[config.mk]
export PLATFORM = sky130hd
export DESIGN_NAME = rgb_led_pwm_fader
export DESIGN_NICKNAME = d
export VERILOG_FILES = /design/src/rtl/rgb_led_pwm_fader.sv
export SDC_FILE = /design/constraint.sdc
export NUM_CORES = 1
export LEC_CHECK = 0
export CORE_ASPECT_RATIO = 0.7
export CORE_MARGIN = 3
export CORE_UTILIZATION = 49
export DETAILED_ROUTE_END_ITERATION = 7
export HOLD_SLACK_MARGIN = 0.05
export PLACE_DENSITY = 0.71
export SYNTH_ARGS = -nofsm -noshare
export SYNTH_HDL_FRONTEND = slang
export SYNTH_SLANG_ARGS = --single-unit
[constraint.sdc]
create_clock -name clk -period 3.43 [get_ports clk]
set_input_delay 0.8575 -clock clk [delete_from_list [all_inputs] [get_ports clk]]
set_output_delay 0.8575 -clock clk [all_outputs]
set_load 0.005 [all_outputs]
[src/rtl/rgb_led_pwm_fader.sv]
// RGB LED output stage: accepts colour commands over valid/ready, applies or ramps
// them per channel, and drives glitch-free PWM on the three LED pins.
module rgb_led_pwm_fader #(
  parameter int PWM_BITS   = 8,
  parameter int PRESCALE   = 256,
  parameter bit ACTIVE_LOW = 1'b0
) (
  input  logic                  clk,
  input  logic                  rst_n,
  input  logic                  cmd_valid,
  output logic                  cmd_ready,
  input  logic [3*PWM_BITS-1:0] cmd_rgb,
  input  logic                  cmd_fade,
  output logic                  busy,
  output logic [3*PWM_BITS-1:0] cur_rgb,
  output logic [2:0]            led_rgb
);

  localparam int PS_W = (PRESCALE > 1) ? $clog2(PRESCALE) : 1;
  localparam logic [PS_W-1:0] PS_MAX = PS_W'(PRESCALE - 1);

  typedef enum logic {IDLE, FADE} state_e;

  state_e                state_q, state_d;
  logic [3*PWM_BITS-1:0] cur_q, cur_d;
  logic [3*PWM_BITS-1:0] target_q, target_d;
  logic [3*PWM_BITS-1:0] shadow_q;
  logic [PWM_BITS-1:0]   pwm_cnt_q;
  logic [PS_W-1:0]       ps_q, ps_d;
  logic [2:0]            led_q;
  logic                  xfer;

  assign cmd_ready = (state_q == IDLE);
  assign busy      = (state_q == FADE);
  assign cur_rgb   = cur_q;
  assign led_rgb   = led_q;
  assign xfer      = cmd_valid && cmd_ready;

  always_comb begin
    state_d  = state_q;
    cur_d    = cur_q;
    target_d = target_q;
    ps_d     = ps_q;
    case (state_q)
      IDLE: begin
        if (xfer) begin
          if (!cmd_fade) begin
            cur_d = cmd_rgb;
          end else if (cmd_rgb != cur_q) begin
            target_d = cmd_rgb;
            ps_d     = '0;
            state_d  = FADE;
          end
        end
      end
      FADE: begin
        // Exit is decided on the registered cur, one cycle after the final step.
        if (cur_q == target_q) begin
          state_d = IDLE;
        end else if (ps_q == PS_MAX) begin
          ps_d = '0;
          for (int unsigned c = 0; c < 3; c++) begin
            if (cur_q[c*PWM_BITS +: PWM_BITS] < target_q[c*PWM_BITS +: PWM_BITS])
              cur_d[c*PWM_BITS +: PWM_BITS] = cur_q[c*PWM_BITS +: PWM_BITS] + PWM_BITS'(1);
            else if (cur_q[c*PWM_BITS +: PWM_BITS] > target_q[c*PWM_BITS +: PWM_BITS])
              cur_d[c*PWM_BITS +: PWM_BITS] = cur_q[c*PWM_BITS +: PWM_BITS] - PWM_BITS'(1);
          end
        end else begin
          ps_d = ps_q + PS_W'(1);
        end
      end
      default: state_d = IDLE;
    endcase
  end

  always_ff @(posedge clk or negedge rst_n) begin
    if (!rst_n) begin
      state_q  <= IDLE;
      cur_q    <= '0;
      target_q <= '0;
      ps_q     <= '0;
    end else begin
      state_q  <= state_d;
      cur_q    <= cur_d;
      target_q <= target_d;
      ps_q     <= ps_d;
    end
  end

  // Shadow duty only changes at the period boundary, so a period is never cut short.
  always_ff @(posedge clk or negedge rst_n) begin
    if (!rst_n) begin
      pwm_cnt_q <= '0;
      shadow_q  <= '0;
      led_q     <= {3{ACTIVE_LOW}};
    end else begin
      pwm_cnt_q <= pwm_cnt_q + PWM_BITS'(1);
      if (pwm_cnt_q == '1)
        shadow_q <= cur_q;
      for (int unsigned c = 0; c < 3; c++)
        led_q[c] <= (pwm_cnt_q < shadow_q[(2-c)*PWM_BITS +: PWM_BITS]) ^ ACTIVE_LOW;
    end
  end

endmodule

==> impl_metrics.tcl, run 1 <==
set metrics [dict create \
    gp_congestion 0.909 \
    antenna_found_initial 0 \
    period_needed_ps 3230 \
    vias 5029 \
    post_dp_cell_area_um2 7100 \
    ant_nets 0 \
    cts_hold_buf 0 \
    synth_common_cells "dfrtp_1, ha_1, inv_1, nand2_1, nor2_1" \
    hp-class "reg -> reg" \
    synthCells 624 \
    h-tree-depth 3 \
    cp.arrival_ps 3460 \
    numClockSinks 92 \
    grt_pass1_vias 5121 \
    drv_slew 0 \
    hpwl_um 12300 \
    hold_viol 0 \
    maxCapViolCount 0 \
    initial_core_util 0.513 \
    grt-ovfl-total 0 \
    area_growth_pct 20.6 \
    vias_per_cell 5.77 \
    portBuffers 56 \
    rows 33 \
    drive_above_1_share 0.150 \
    setup_viol 0 \
    nNetsFinal 807 \
    period_share 0.942 \
    yosys.area.top_type "dfrtp_1" \
    cts_buffer_depth 2 \
    post-route-drc-count 0 \
    synth_area_leaders "dfrtp_1, ha_1, mux2_2" \
    worstSetupStartpointType "flop" \
    async_flop_share 1.00 \
    avgSynthCellArea_um2 9.85 \
    final.setup_skew_ps 6.60 \
    clock_latency_ps 350 \
    drt_iter0_drc 351 \
    synthFlopType "dfrtp_1" \
    numCtsBuffers 9 \
    ios 57 \
    clk_pin_slew_ps 60 \
    die_h_um 99.7 \
    synth_most_common_cell "dfrtp_1" \
    cts_tree "built" \
    ys_ff_latch 92 \
    synth_top_cell_area_share 0.374 \
    worstPathRequired_ps 3660 \
    status "complete, no violations" \
    p_leak_nw 3.34 \
    routed_wl_um 16100 \
    grtUsageTotal 0.240 \
    worst_pin_slew_ps 861 \
    p_per_area_nw_per_um2 1050 \
    worstSetupEndpointType "flop" \
    p_total_w 0.00777 \
    synth_edf_count 0 \
    synth_nets 721 \
    die_w_um 140 \
    yosysWarningCount 0 \
    ir_worst_vdd_uv 739 \
    core-area_um2 12000 \
    max_freq_mhz 310 \
    grt_pass1_wl_um 26700 \
    grt_max_degree 62 \
    syn_area_um2 6150 \
    wire_per_inst_um 18.4 \
    rsz0062_at_grt "false" \
    cts_root_buffer "clkbuf_16" \
    nFillCells 992 \
    tns_ps 0 \
    crit_type "reg -> reg" \
    final_area_um2 7420 \
    diodes 0 \
    dr.pass1.iters 5 \
    synth.distinct_cells 62 \
    dieArea_um2 13900 \
    crit_path_max_fanout 8 \
    slew_headroom 0.426 \
    seq_area_frac_synth 0.374 \
]
==> critical path, stage by stage (launching register included) <==
cell and delay (ps):
dfrtp_1 380, ha_1 340, and4b_1 210, a211oi_2 300, o21ai_0 130, buf_4 180
fa_1 410, a21o_1 180, a21o_1 210, a21oi_1 220, nand4b_1 140, o2111ai_1 120
mux2_4 270
==> metal layers <==
metal	wire length [µm]	GRT usage	up-vias	share of wire
li1	-	-	2384	-
met1	7420	0.342	2430	0.46
met2	7150	0.369	188	0.44
met3	1250	0.0634	27	0.077
met4	263	0.0536	0	0.016
met5	0	0	-	0
==> metrics by stage <==
step	hold slack [ps]	cells	utilization	worst slack, ps
final	481	872	0.619	200
after global placement	468	856	0.593	174
after global routing	526	872	0.619	22.3
after CTS	486	872	0.617	123
after floorplan	450	624	-	242
after detailed placement	472	856	0.593	132
==> power by group <==
| group | switching, W | total, W | internal (W) |
|---|---|---|---|
| clock network | 0.000417 | 0.00100 | 0.000584 |
| registers | 0.000199 | 0.00160 | 0.00140 |
| logic | 0.00284 | 0.00517 | 0.00233 |
==> registers in the layout, summed over array words and instances (netlist names) <==
signal,flops
cur_rgb,24
shadow_q,24
target_q,24
ps_q,8
pwm_cnt_q,8
led_rgb,3
busy,1
==> cell type report <==
cell class              instances  area, µm²  share of cell area
inverters                      60        225              0.0304
flip-flops and latches         92       2300               0.311
clock buffers                  12        246              0.0332
well taps                     157        196              0.0265
multi-input cells             455       3570               0.481
clock inverters                 4       50.0             0.00675
repair buffers                 92        828               0.112
==> final timing paths <==
path / startpoint / to / slack (ps) / cells after the start
setup / recovery: cur_rgb[11]$_DFFE_PN0P_ / cur_rgb[14]$_DFFE_PN0P_ / 200 / 12
hold / removal: shadow_q[7]$_DFFE_PN0N_ / shadow_q[7]$_DFFE_PN0N_ / 480 / 2
setup reg to reg: cur_rgb[11]$_DFFE_PN0P_ / cur_rgb[14]$_DFFE_PN0P_ / 200 / 12
hold reg to reg: shadow_q[7]$_DFFE_PN0N_ / shadow_q[7]$_DFFE_PN0N_ / 480 / 2
max in group asynchronous: rst_n / led_rgb[1]$_DFF_PN0_ / 2110 / 2
min in group asynchronous: rst_n / shadow_q[11]$_DFFE_PN0N_ / 590 / 1
==> cell usage in the layout, fill, tap and decap left out, drive strengths merged, types with 2 or more instances in the layout <==
master,count
nand3,17
nor2b,5
a31oi,8
nor4,11
o2111ai,3
nand2,47
nand2b,6
ha,66
nor2,35
o21a,5
inv,60
nand3b,2
a21o,16
mux2,26
clkinvlp,2
clkbuf,12
and3,2
buf,37
nor4b,2
a41oi,2
fa,3
clkdlybuf4s50,55
a21oi,44
nand4,9
nor3,10
a211oi,4
o21ai,35
o211ai,7
xor2,28
dfrtp,92
xnor2,16
o21bai,4
o41ai,3
mux2i,20
nand4b,3
and4,2
==> timing repair <==
| item | 4_1_cts | 5_1_grt |
|---|---|---|
| endpoints found under the setup margin | 0 | 5 |
| setup buffers | 0 | 0 |
| resized for setup | 0 | 5 |
==> cells by family after synthesis <==
logic type,after synthesis,synth area share
and+or+nand+nor,158,0.134
muxes,46,0.0814
AOI/OAI and AO/OA,138,0.151
adders and majority gates,69,0.144
xor gates and xnor gates,44,0.0627
buffers and inverters,77,0.0519
DFF,92,0.374
(Power assumes the default switching activity.)
==> run 2: changes to the inputs <==
==> constraint.sdc (replaced) <==
create_clock -name clk -period 3.43 [get_ports clk]
set_input_delay 0.686 -clock clk [delete_from_list [all_inputs] [get_ports clk]]
set_output_delay 0.686 -clock clk [all_outputs]
set_load 0.005 [all_outputs]
==> run 2 against run 1 <==
- hold slack lost 130 ps
- global-route usage shrank 0.82 points
- register-to-register slack gained 40 ps
- setup slack gained 35 ps
- critical path depth is the same
- non-clock buffer count shrank 1
- wire length shrank 1.1%
- maximum frequency grew 1.1%
- clock skew grew 3.4 ps
- combinational power shrank 4%
- die area is the same
- critical path type unchanged
- critical endpoint is now cur_rgb[15]$_DFFE_PN0P_
- largest cell class unchanged
- largest power group unchanged
==> impl_metrics.tcl, run 2 (synthesis results as in run 1) <==
set metrics [dict create \
    post_cts_buffers 0 \
    clock_latency_ps 340 \
    status "complete, no violations" \
    routed_wl_um 15900 \
    p_sw_frac 0.430 \
    worst_pin_slew_ps 750 \
    diodes 0 \
    grt_max_degree 47 \
    antenna_found_initial 0 \
    clk_pin_slew_ps 70 \
    cts_buffer_depth 2 \
    cts_tree "built" \
    die_h_um 99.7 \
    worstSetupEndpointType "flop" \
    drt_iter0_drc 282 \
    p_per_area_nw_per_um2 1040 \
    vias_per_cell 5.75 \
    fin_util 0.622 \
    cts_resized 0 \
    p_leak_nw 3.35 \
    maxCapViolCount 0 \
    period_needed_ps 3190 \
    rows 33 \
    dieArea_um2 13900 \
    hpwl_um 12200 \
    numClockSinks 92 \
    worstPathRequired_ps 3690 \
    post-route-drc-count 0 \
    vias 5009 \
    slew_headroom 0.495 \
    ir_worst_vdd_uv 635 \
    hp-class "in -> async" \
    wl_met1_um 7470 \
    share_comb_of_total_power 0.643 \
    p_total_w 0.00774 \
    wl_met3_um 933 \
    wl_met2_um 7340 \
    cp.arrival_ps 3460 \
    tns_ps 0 \
    core-area_um2 12000 \
    gp_congestion 0.852 \
    cts_root_buffer "clkbuf_16" \
    cts_hold_buf 0 \
    crit_type "reg -> reg" \
    portBuffers 56 \
    rsz0062_at_grt "false" \
    initial_core_util 0.513 \
    final_common_cell "dfrtp_1" \
    period_share 0.931 \
    p_seq_frac 0.208 \
    die_w_um 140 \
    wire_per_inst_um 18.3 \
    grt_pass1_wl_um 25800 \
    layout_common_cells "dfrtp_1, ha_1, inv_1, clkdlybuf4s50_1, nand2_1" \
    dr.pass1.iters 5 \
    p_switching_w 0.00333 \
    ant_nets 0 \
    top_layer_used "met4" \
    area_growth_pct 21.2 \
    numCtsBuffers 9 \
    setup_viol 0 \
    ios 57 \
    intPower_w 0.00441 \
    nNetsFinal 806 \
    pwr-share-clk 0.149 \
    h-tree-depth 3 \
    max_freq_mhz 313 \
    hold_viol 0 \
    crit_path_max_fanout 5 \
    grt-ovfl-total 0 \
    grt_pass1_vias 4979 \
    finalNonFillerCells 871 \
    final.setup_skew_ps 9.96 \
    place_inst 855 \
    r2r_slack_ps 240 \
    grtUsageTotal 0.232 \
    drive_above_1_share 0.144 \
    worstSetupStartpointType "flop" \
    drv_slew 0 \
]
run 2: metrics by stage:
step | hold slack [ps] | area, µm² | setup WS [ps]
2_1_floorplan | 390 | 6150 | 242
3_3_place_gp | 472 | 7100 | 235
3_5_place_dp | 488 | 7100 | 217
4_1_cts | 375 | 7440 | 202
5_1_grt | 397 | 7450 | 9.80
6_report | 351 | 7450 | 236
run 2: layout make-up:
class                           count  area [µm²]
Clock buffer                       12         246
Clock inverter                      4        97.6
Fill cell                         974        4520
Inverter                           60         225
Multi-Input combinational cell    455        3550
Sequential cell                    92        2300
Tap cell                          157         196
Timing Repair Buffer               91         833
run 2: power groups by stage:
stage               Sequential, W  Clock, W  Combinational (W)
finish                    0.00161   0.00115            0.00498
global route              0.00164   0.00122            0.00551
CTS                       0.00161   0.00116            0.00493
detailed placement        0.00162         0            0.00488
global placement          0.00160         0            0.00469
floorplan                 0.00170         0            0.00334
run 2: per-layer routing:
| metal | vias to the layer above | GRT usage |
|---|---|---|
| li1 | 2367 | - |
| met1 | 2478 | 0.329 |
| met2 | 144 | 0.372 |
| met3 | 20 | 0.0485 |
| met4 | 0 | 0.0447 |
| met5 | - | 0 |
run 2: worst max-delay path: stages (launching register included):
cell	delay, ps
dfrtp_1	400
ha_1	340
and4b_1	220
a211oi_1	360
o21ai_1	210
buf_4	210
ha_1	330
nand3_1	100
o211ai_1	120
o41ai_1	360
xnor2_1	200
nand4b_1	130
o211ai_1	120
run 2: path summary, 6_finish.rpt:
kind	from	end	cells past startpoint
max in group asynchronous	rst_n	shadow_q[23]$_DFFE_PN0N_	2
max reg2reg	cur_rgb[10]$_DFFE_PN0P_	cur_rgb[15]$_DFFE_PN0P_	12
max	cur_rgb[10]$_DFFE_PN0P_	cur_rgb[15]$_DFFE_PN0P_	12
min in group clk	shadow_q[16]$_DFFE_PN0N_	shadow_q[16]$_DFFE_PN0N_	2
min	rst_n	shadow_q[14]$_DFFE_PN0N_	1
min reg2reg	shadow_q[16]$_DFFE_PN0N_	shadow_q[16]$_DFFE_PN0N_	2
